[src/rtl/alu_pipe.sv]
// Two-stage elastic ALU pipeline: stage 1 registers the operation, stage 2 computes
// and registers result/flags. A WIDTH-bit accumulator can stand in for operand a.
module alu_pipe #(
    parameter int WIDTH = 4
) (
    input  logic             clk,
    input  logic             rst,
    input  logic             in_valid,
    output logic             in_ready,
    input  logic [2:0]       op,
    input  logic             acc_en,
    input  logic             acc_clr,
    input  logic [WIDTH-1:0] a,
    input  logic [WIDTH-1:0] b,
    output logic             out_valid,
    input  logic             out_ready,
    output logic [WIDTH-1:0] result,
    output logic             carry,
    output logic             overflow,
    output logic             zero,
    output logic             negative
);
    localparam int MSB = WIDTH - 1;

    typedef enum logic [2:0] {
        OP_ADD = 3'b000,
        OP_SUB = 3'b001,
        OP_NOT = 3'b010,
        OP_AND = 3'b011,
        OP_OR  = 3'b100,
        OP_XOR = 3'b101,
        OP_SLT = 3'b110,
        OP_EQ  = 3'b111
    } op_e;

    logic             s1_valid_q;
    op_e              s1_op_q;
    logic             s1_acc_en_q;
    logic [WIDTH-1:0] s1_a_q;
    logic [WIDTH-1:0] s1_b_q;

    logic             out_valid_q;
    logic [WIDTH-1:0] result_q;
    logic             carry_q;
    logic             overflow_q;
    logic             zero_q;
    logic             negative_q;
    logic [WIDTH-1:0] acc_q;

    logic             s2_adv;
    logic             s2_load;
    logic [WIDTH-1:0] op_a;
    logic [WIDTH:0]   add_full;
    logic [WIDTH:0]   sub_full;
    logic             add_ovf;
    logic             sub_ovf;
    logic [WIDTH-1:0] result_d;
    logic             carry_d;
    logic             overflow_d;
    logic             zero_d;
    logic             negative_d;

    assign s2_adv   = !out_valid_q || out_ready;
    assign s2_load  = s1_valid_q && s2_adv;
    assign in_ready = !s1_valid_q || s2_adv;

    assign out_valid = out_valid_q;
    assign result    = result_q;
    assign carry     = carry_q;
    assign overflow  = overflow_q;
    assign zero      = zero_q;
    assign negative  = negative_q;

    // The accumulator is read at compute time, so it already holds the previous
    // op's result and back-to-back accumulation needs no forwarding path.
    always_comb begin
        op_a       = s1_acc_en_q ? acc_q : s1_a_q;
        add_full   = {1'b0, op_a} + {1'b0, s1_b_q};
        sub_full   = {1'b0, op_a} + {1'b0, ~s1_b_q} + (WIDTH + 1)'(1);
        add_ovf    = (op_a[MSB] == s1_b_q[MSB]) && (add_full[MSB] != op_a[MSB]);
        sub_ovf    = (op_a[MSB] != s1_b_q[MSB]) && (sub_full[MSB] != op_a[MSB]);
        result_d   = '0;
        carry_d    = 1'b0;
        overflow_d = 1'b0;
        unique case (s1_op_q)
            OP_ADD: begin
                result_d   = add_full[MSB:0];
                carry_d    = add_full[WIDTH];
                overflow_d = add_ovf;
            end
            OP_SUB: begin
                result_d   = sub_full[MSB:0];
                carry_d    = sub_full[WIDTH];
                overflow_d = sub_ovf;
            end
            OP_NOT: result_d = ~op_a;
            OP_AND: result_d = op_a & s1_b_q;
            OP_OR:  result_d = op_a | s1_b_q;
            OP_XOR: result_d = op_a ^ s1_b_q;
            OP_SLT: result_d = {{(WIDTH-1){1'b0}}, sub_full[MSB] ^ sub_ovf};
            OP_EQ:  result_d = {{(WIDTH-1){1'b0}}, op_a == s1_b_q};
            default: result_d = '0;
        endcase
        zero_d     = (result_d == '0);
        negative_d = result_d[MSB];
    end

    always_ff @(posedge clk or posedge rst) begin
        if (rst) begin
            s1_valid_q  <= 1'b0;
            s1_op_q     <= OP_ADD;
            s1_acc_en_q <= 1'b0;
            s1_a_q      <= '0;
            s1_b_q      <= '0;
            out_valid_q <= 1'b0;
            result_q    <= '0;
            carry_q     <= 1'b0;
            overflow_q  <= 1'b0;
            zero_q      <= 1'b0;
            negative_q  <= 1'b0;
            acc_q       <= '0;
        end else begin
            if (in_ready) begin
                s1_valid_q <= in_valid;
                if (in_valid) begin
                    s1_op_q     <= op_e'(op);
                    s1_acc_en_q <= acc_en;
                    s1_a_q      <= a;
                    s1_b_q      <= b;
                end
            end
            if (s2_adv) begin
                out_valid_q <= s1_valid_q;
            end
            if (s2_load) begin
                result_q   <= result_d;
                carry_q    <= carry_d;
                overflow_q <= overflow_d;
                zero_q     <= zero_d;
                negative_q <= negative_d;
            end
            // A stage-2 load takes priority over a clear on the same edge.
            if (s2_load) begin
                acc_q <= result_d;
            end else if (acc_clr) begin
                acc_q <= '0;
            end
        end
    end
endmodule

[config.mk]
export PLATFORM = sky130hd
export DESIGN_NAME = alu_pipe
export DESIGN_NICKNAME = d
export VERILOG_FILES = /design/src/rtl/alu_pipe.sv
export SDC_FILE = /design/constraint.sdc
export NUM_CORES = 1
export LEC_CHECK = 0
export ABC_AREA = 1
export BUFFER_PORTS_ARGS = -buffer_cell sky130_fd_sc_hd__buf_2
export CAP_MARGIN = 25
export CORE_UTILIZATION = 31
export CTS_BUF_LIST = sky130_fd_sc_hd__clkbuf_8
export DETAILED_ROUTE_END_ITERATION = 8
export PLACE_DENSITY = 0.54
export SLEW_MARGIN = 20
export SYNTH_ARGS = -nofsm -noshare
export SYNTH_HDL_FRONTEND = slang
export SYNTH_SLANG_ARGS = --single-unit
[constraint.sdc]
create_clock -name clk -period 2.25 [get_ports clk]
set_clock_uncertainty 0.1 [all_clocks]
set_input_delay 0.3375 -clock clk [delete_from_list [all_inputs] [get_ports clk]]
set_output_delay 0.3375 -clock clk [all_outputs]
set_load 0.01 [all_outputs]
==> impl_metrics.env, run 1 <==
export IMPL_startpoint_type="flop"
export IMPL_die_w_um=76.8
export IMPL_yosysWarnings=0
export IMPL_synth_cell_types=27
export IMPL_rsz0062_at_grt="yes"
export IMPL_num_rows=26
export IMPL_tightest_slew_ns=0.472
export IMPL_clock_sink_count=25
export IMPL_die_y_um=76.8
export IMPL_cap_violations=0
export IMPL_final_core_util_pct=41.0
export IMPL_dp_slack_ns=-0.144
export IMPL_power_density_mw_per_mm2=886
export IMPL_die_area_mm2=0.00591
export IMPL_critPathMaxFanout=5
export IMPL_finalHoldViolCount=4
export IMPL_violations="hold timing, setup timing"
export IMPL_drtIter0Drc=124
export IMPL_syn_to_final_growth_pct=23.6
export IMPL_cts_root_buf="clkbuf_8"
export IMPL_yosysSeqAreaShare_pct=36.0
export IMPL_synthCells=227
export IMPL_drive_gt1_share_pct=31.0
export IMPL_drt_antenna_violating_nets=0
export IMPL_worstPathRequired_ns=2.36
export IMPL_dr_pass1_iters=4
export IMPL_grt_pass1_wl_um=7050
export IMPL_syn_area_mm2=0.00174
export IMPL_fin_crit_ns=2.43
export IMPL_post_drt_wl_per_cell_um=12.1
export IMPL_totalWireLength_um=4090
export IMPL_gp_congestion=0.827
export IMPL_numCtsBuffers=3
export IMPL_grt_start_max_net_pins=26
export IMPL_outcome="complete, but fails checks"
export IMPL_grt_util_all_layers_pct=14.8
export IMPL_drc=0
export IMPL_hpwl_um=3240
export IMPL_antenna_found_initial=0
export IMPL_ios=27
export IMPL_end_kind="flop"
export IMPL_synth_nets=263
export IMPL_routed_via_count=1560
export IMPL_vdd_drop_max_v=0.000425
export IMPL_min_period_over_period_pct=108
export IMPL_htreeDepth=1
export IMPL_arrival_ns=2.54
export IMPL_final_common_cell="nand2_1"
export IMPL_p_leak_nw=1.15
export IMPL_fin_ws_ns=-0.177
export IMPL_grt_overflow=0
export IMPL_vias_per_cell=4.62
export IMPL_grt_pass1_vias=1561
export IMPL_timing_fmax_mhz=412
export IMPL_start_util_pct=33.2
export IMPL_setup_violations=6
export IMPL_slew_headroom_pct=68.5
export IMPL_holdWs_ns=-0.00211
export IMPL_cts_tree="yes"
export IMPL_fillers=543
export IMPL_worstSetupPathType="flop to flop"
export IMPL_mostFrequentLayoutCells="nand2_1 (52), nor2_1 (26), buf_2 (26), inv_1 (25), dfrtp_1 (25)"
export IMPL_clock_latency_ns=0.27
export IMPL_port_buffers=26
export IMPL_ys_ff_latch=25
export IMPL_report_final_slew_viol_count=0
export IMPL_core_mm2=0.00524
export IMPL_diodes=0
export IMPL_clkTransAtPathRegs_ns=0.09
export IMPL_nets=305
export IMPL_clockBufferDepth=2
export IMPL_syn_avg_cell_area_um2=7.65
export IMPL_min_path_type="input pin to async pin"
-- final cells by class --
| type | instances | area, um^2 | share of cell area [%] |
|---|---|---|---|
| Inverter | 32 | 123 | 5.71 |
| Tap cell | 70 | 87.6 | 4.08 |
| Sequential cell | 25 | 626 | 29.1 |
| Multi-Input combinational cell | 165 | 1010 | 47.1 |
| Clock inverter | 1 | 5.00 | 0.233 |
| Timing Repair Buffer | 42 | 254 | 11.8 |
| Clock buffer | 3 | 41.3 | 1.92 |
-- cells in the mapped netlist, drive strengths merged --
library cell / instances / area [um^2]
nand2: 61 / 234
inv: 32 / 123
nor2: 28 / 108
dfrtp: 25 / 626
ha: 16 / 200
a21oi: 13 / 65.1
nand3: 13 / 82.6
o21ai: 12 / 67.6
nand4: 10 / 62.6
buf: 4 / 31.3
or2: 4 / 25.0
fa: 3 / 60.1
mux2: 2 / 22.5
clkbuf: 1 / 3.75
nor3: 1 / 10.0
nor3b: 1 / 7.51
xor2: 1 / 8.76
-- routing by layer --
metal	wire length (um)	up-vias	share of wire, %	global-route usage [%]
met5	0	-	0	0
met4	43	0	1.1	3.65
met3	123	6	3.0	1.43
met2	1890	38	46	25.4
met1	2030	714	50	19.7
li1	-	802	-	-
-- state kept, by name, summed over array words and instances (netlist names) --
name and flops:
acc_q 4, s1_a_q 4, s1_valid_q 1, s1_op_q 3
s1_acc_en_q 1, zero 1, carry 1, result 4
out_valid 1, s1_b_q 4, overflow 1
-- worst max-delay path, cell delays in order, from the launching register on --
cell	delay [ns]
dfrtp_1	0.40
inv_2	0.10
nand2_2	0.06
o21ai_2	0.07
inv_2	0.07
ha_4	0.21
nor2_2	0.11
nor2_1	0.04
nor2_1	0.09
nor2_1	0.06
fa_1	0.52
inv_2	0.05
nand2_2	0.06
nand3_2	0.06
nor2_1	0.08
nand2_1	0.08
nor2_1	0.11
nand2_1	0.07
nand2_1	0.05
-- where the power goes --
group | total [W] | internal, W | switching (W)
clock | 0.000268 | 0.000124 | 0.000144
combinational | 0.00100 | 0.000423 | 0.000581
sequential | 0.000630 | 0.000554 | 0.0000760
total | 0.00190 | 0.00110 | 0.000801
-- timing repair --
action | CTS | global route
cloned | 0 | 0
pin swaps | 2 | 13
hold buffers | 0 | 0
buffers inserted | 1 | 3
resized for setup | 5 | 15
setup endpoints to repair | 8 | 11
-- worst paths after layout --
| check | from | endpoint | slack, ns | depth (start not counted) |
|---|---|---|---|---|
| setup / recovery | s1_acc_en_q | zero | -0.18 | 18 |
| hold / removal | rst | out_valid | -0.002 | 3 |
| setup reg to reg | s1_acc_en_q | zero | -0.18 | 18 |
| hold reg to reg | result[1] | result[1] | 0.37 | 2 |
| max in group asynchronous | rst | s1_op_q[2] | 1.81 | 3 |
| min in group clk | a[3] | s1_a_q[3] | 0.19 | 2 |
-- metrics by stage --
stage	hold WS [ns]	cells	power, W	TNS (ns)	cell area, um^2
after floorplan	0.265	227	0.00124	-0.327	1750
after global placement	0.305	331	0.00154	-0.442	2030
after detailed placement	0.310	331	0.00154	-0.577	2030
after CTS	0.0110	336	0.00185	-0.567	2090
after global routing	0.0264	338	0.00208	-2.10	2150
final	-0.00211	338	0.00190	-0.590	2150
-- cells by family (layout without fill, tap and decap cells) --
group | after synthesis | after routing | synth area share (%)
DFF | 25 | 25 | 36.0
buffers and inverters | 37 | 78 | 9.08
adders and majority gates | 19 | 19 | 15.0
AOI/OAI and AO/OA | 25 | 25 | 7.64
xor gates and xnor gates | 1 | 1 | 0.504
and+or+nand+nor | 118 | 118 | 30.5
muxes | 2 | 2 | 1.30
Note: power is estimated with default switching activity, not from simulation.
==> inputs of run 2 (changes only) <==
Settings changed: ABC_AREA 1 to 0, CORE_MARGIN set to 3.
==> impl_metrics.env, run 2 <==
export IMPL_outcome="complete, but fails checks"
export IMPL_violations="setup timing"
export IMPL_grt_busiest_layer="met2"
export IMPL_synth_cell_types=41
export IMPL_grtUsageMet1_pct=17.0
export IMPL_clock_latency_ns=0.27
export IMPL_synth_most_common_cell="dfrtp_1"
export IMPL_diodes=0
export IMPL_layout_cells_non_filler=292
export IMPL_end_kind="flop"
export IMPL_final_core_util_pct=42.7
export IMPL_clock_power_share_pct=13.2
export IMPL_nets=259
export IMPL_core_mm2=0.00520
export IMPL_yosysTopAreaCell="dfrtp_1"
export IMPL_slowest_stage="dfrtp_2"
export IMPL_fin_setup_tns_ns=-2.24
export IMPL_slew_headroom_pct=52.7
export IMPL_critPathMostFrequentCell="buf_4"
export IMPL_swShare_pct=37.5
export IMPL_grt_start_max_net_pins=20
export IMPL_min_period_over_period_pct=115
export IMPL_grt_pass1_wl_um=6580
export IMPL_synth_nets=206
export IMPL_pwr_share_comb_pct=55.6
export IMPL_min_path_type="input pin to async pin"
export IMPL_async_flop_share_pct=100
export IMPL_post_drt_wl_per_cell_um=13.1
export IMPL_cts_root_buf="clkbuf_8"
export IMPL_routed_via_count=1376
export IMPL_vdd_drop_max_v=0.000543
export IMPL_worstSetupPathType="flop to flop"
export IMPL_num_rows=26
export IMPL_use_met2_pct=21.9
export IMPL_fin_crit_ns=2.59
export IMPL_rsz0062_at_grt="yes"
export IMPL_report_final_slew_viol_count=0
export IMPL_yosysSeqAreaShare_pct=37.0
export IMPL_fin_ws_ns=-0.338
export IMPL_clock_sink_count=25
export IMPL_p_leak_nw=1.07
export IMPL_worstPathRequired_ns=2.31
export IMPL_tightest_slew_ns=0.709
export IMPL_ys_flop_type="dfrtp_1"
export IMPL_mostFrequentLayoutCells="buf_4 (28), buf_2 (26), dfrtp_1 (24), nand2_1 (18), ha_1 (13)"
export IMPL_synth_edf_count=0
export IMPL_dp_cells=286
export IMPL_die_y_um=79.9
export IMPL_grt_pass1_vias=1379
export IMPL_htreeDepth=1
export IMPL_antenna_found_initial=0
export IMPL_cap_violations=0
export IMPL_yosysWarnings=0
export IMPL_setup_violations=11
export IMPL_clockBufferDepth=2
export IMPL_ctsHoldBuffers=0
export IMPL_arrival_ns=2.65
export IMPL_gr_usage_met3_pct=1.92
export IMPL_die_w_um=79.9
export IMPL_p_switching_w=0.000742
export IMPL_port_buffers=26
export IMPL_drt_antenna_violating_nets=0
export IMPL_netlist_top_cells_area="dfrtp_1 (37%), ha_1 (12%), mux2_2 (8.6%)"
export IMPL_start_util_pct=32.5
export IMPL_totalWireLength_um=3840
export IMPL_timing_fmax_mhz=386
export IMPL_syn_to_final_growth_pct=31.4
export IMPL_grt_util_all_layers_pct=12.9
export IMPL_critPathMaxFanout=4
export IMPL_numCtsBuffers=3
export IMPL_ys_top_cells_by_count="dfrtp_1 (25), nand2_1 (19), ha_1 (16)"
export IMPL_clkTransAtPathRegs_ns=0.09
export IMPL_dr_pass1_iters=4
export IMPL_final_common_cell="buf_4"
export IMPL_critPathMaxStageDelay_ns=0.44
export IMPL_syn_area_mm2=0.00169
export IMPL_power_density_mw_per_mm2=890
export IMPL_p_int_w=0.00124
export IMPL_ios=27
export IMPL_gp_congestion=0.873
export IMPL_pwr_share_seq_pct=31.2
export IMPL_die_area_mm2=0.00638
export IMPL_worstPathCellList="buf_4, mux2i_2, ha_2, buf_4, buf_4, fa_2, xnor2_1, a211oi_1, o22a_2, nor3_2, a31o_1"
export IMPL_synth_top_area_share_pct=37.0
export IMPL_drtIter0Drc=44
export IMPL_grt_overflow=0
export IMPL_drive_gt1_share_pct=41.4
export IMPL_startpoint_type="flop"
export IMPL_drc=0
export IMPL_finalHoldViolCount=0
export IMPL_vias_per_cell=4.71
export IMPL_cts_tree="yes"
export IMPL_hpwl_um=3020
export IMPL_ys_ff_latch=25
export IMPL_synthCells=170
export IMPL_syn_avg_cell_area_um2=9.96
[run 2: cell type report]
cell class | instances | area (um^2)
Fill cell | 546 | 2980
Clock buffer | 3 | 41.3
Sequential cell | 25 | 627
Timing Repair Buffer | 55 | 352
Tap cell | 70 | 87.6
Multi-Input combinational cell | 126 | 1070
Inverter | 12 | 47.5
Clock inverter | 1 | 3.75
[run 2: path summary, 6_finish.rpt]
kind                             startpoint         end  slack, ns  cells after the start
worst max-delay path            s1_acc_en_q        zero      -0.34                     11
worst max register to register  s1_acc_en_q        zero      -0.34                     11
max in group asynchronous               rst    overflow       1.40                      3
worst min register to register    result[0]   result[0]       0.38                      2
worst min-delay path                    rst   result[2]       0.07                      2
min in group clk                   in_valid  s1_valid_q       0.17                      2
[run 2: kinds of logic (layout without fill, tap and decap cells)]
| family | after synthesis | count (layout) | synth area share, % |
|---|---|---|---|
| muxes | 17 | 17 | 11.3 |
| adders and majority gates | 19 | 19 | 15.4 |
| xor gates and xnor gates | 5 | 5 | 2.59 |
| buffers and inverters | 19 | 71 | 4.80 |
| AOI/OAI and AO/OA | 28 | 28 | 11.1 |
| DFF | 25 | 25 | 37.0 |
| and+or+nand+nor | 57 | 57 | 17.9 |
[run 2: power by group through the flow]
stage	Sequential [W]	Combinational [W]	Clock (W)
after floorplan	0.000635	0.000614	0
after global placement	0.000623	0.00102	0
after detailed placement	0.000625	0.00102	0
after CTS	0.000618	0.00109	0.000272
after global routing	0.000633	0.00122	0.000289
final	0.000617	0.00110	0.000261
[run 2: what timing repair did]
| item | in CTS | in global routing |
|---|---|---|
| gates resized for setup | 16 | 2 |
| buffers inserted | 1 | 2 |
| pin swaps | 9 | 5 |
| setup endpoints to repair | 11 | 11 |
[run 2: metrics by stage]
| stage | hold slack, ns | setup slack (ns) | total power [W] | cell area [um^2] |
|---|---|---|---|---|
| finish | 0.0698 | -0.338 | 0.00198 | 2220 |
| global route | 0.117 | -0.498 | 0.00214 | 2220 |
| CTS | 0.0979 | -0.343 | 0.00198 | 2200 |
| detailed placement | 0.360 | -0.396 | 0.00164 | 2100 |
| global placement | 0.362 | -0.391 | 0.00164 | 2100 |
| floorplan | 0.265 | -0.312 | 0.00125 | 1710 |
[run 2: metal layers]
layer	vias to the layer above	share of wire, %
li1	690	-
met1	665	47
met4	0	0.49
met2	19	50
met5	-	0
met3	2	2.9
[run 2: critical path, delay by kind of cell (launching register included)]
kind,cells,cell delay [ns]
and+or+nand+nor,1,0.05
xor gates and xnor gates,1,0.14
muxes,1,0.15
adders and majority gates,2,0.53
AOI/OAI and AO/OA,3,0.67
DFF,1,0.44
buffers and inverters,3,0.41
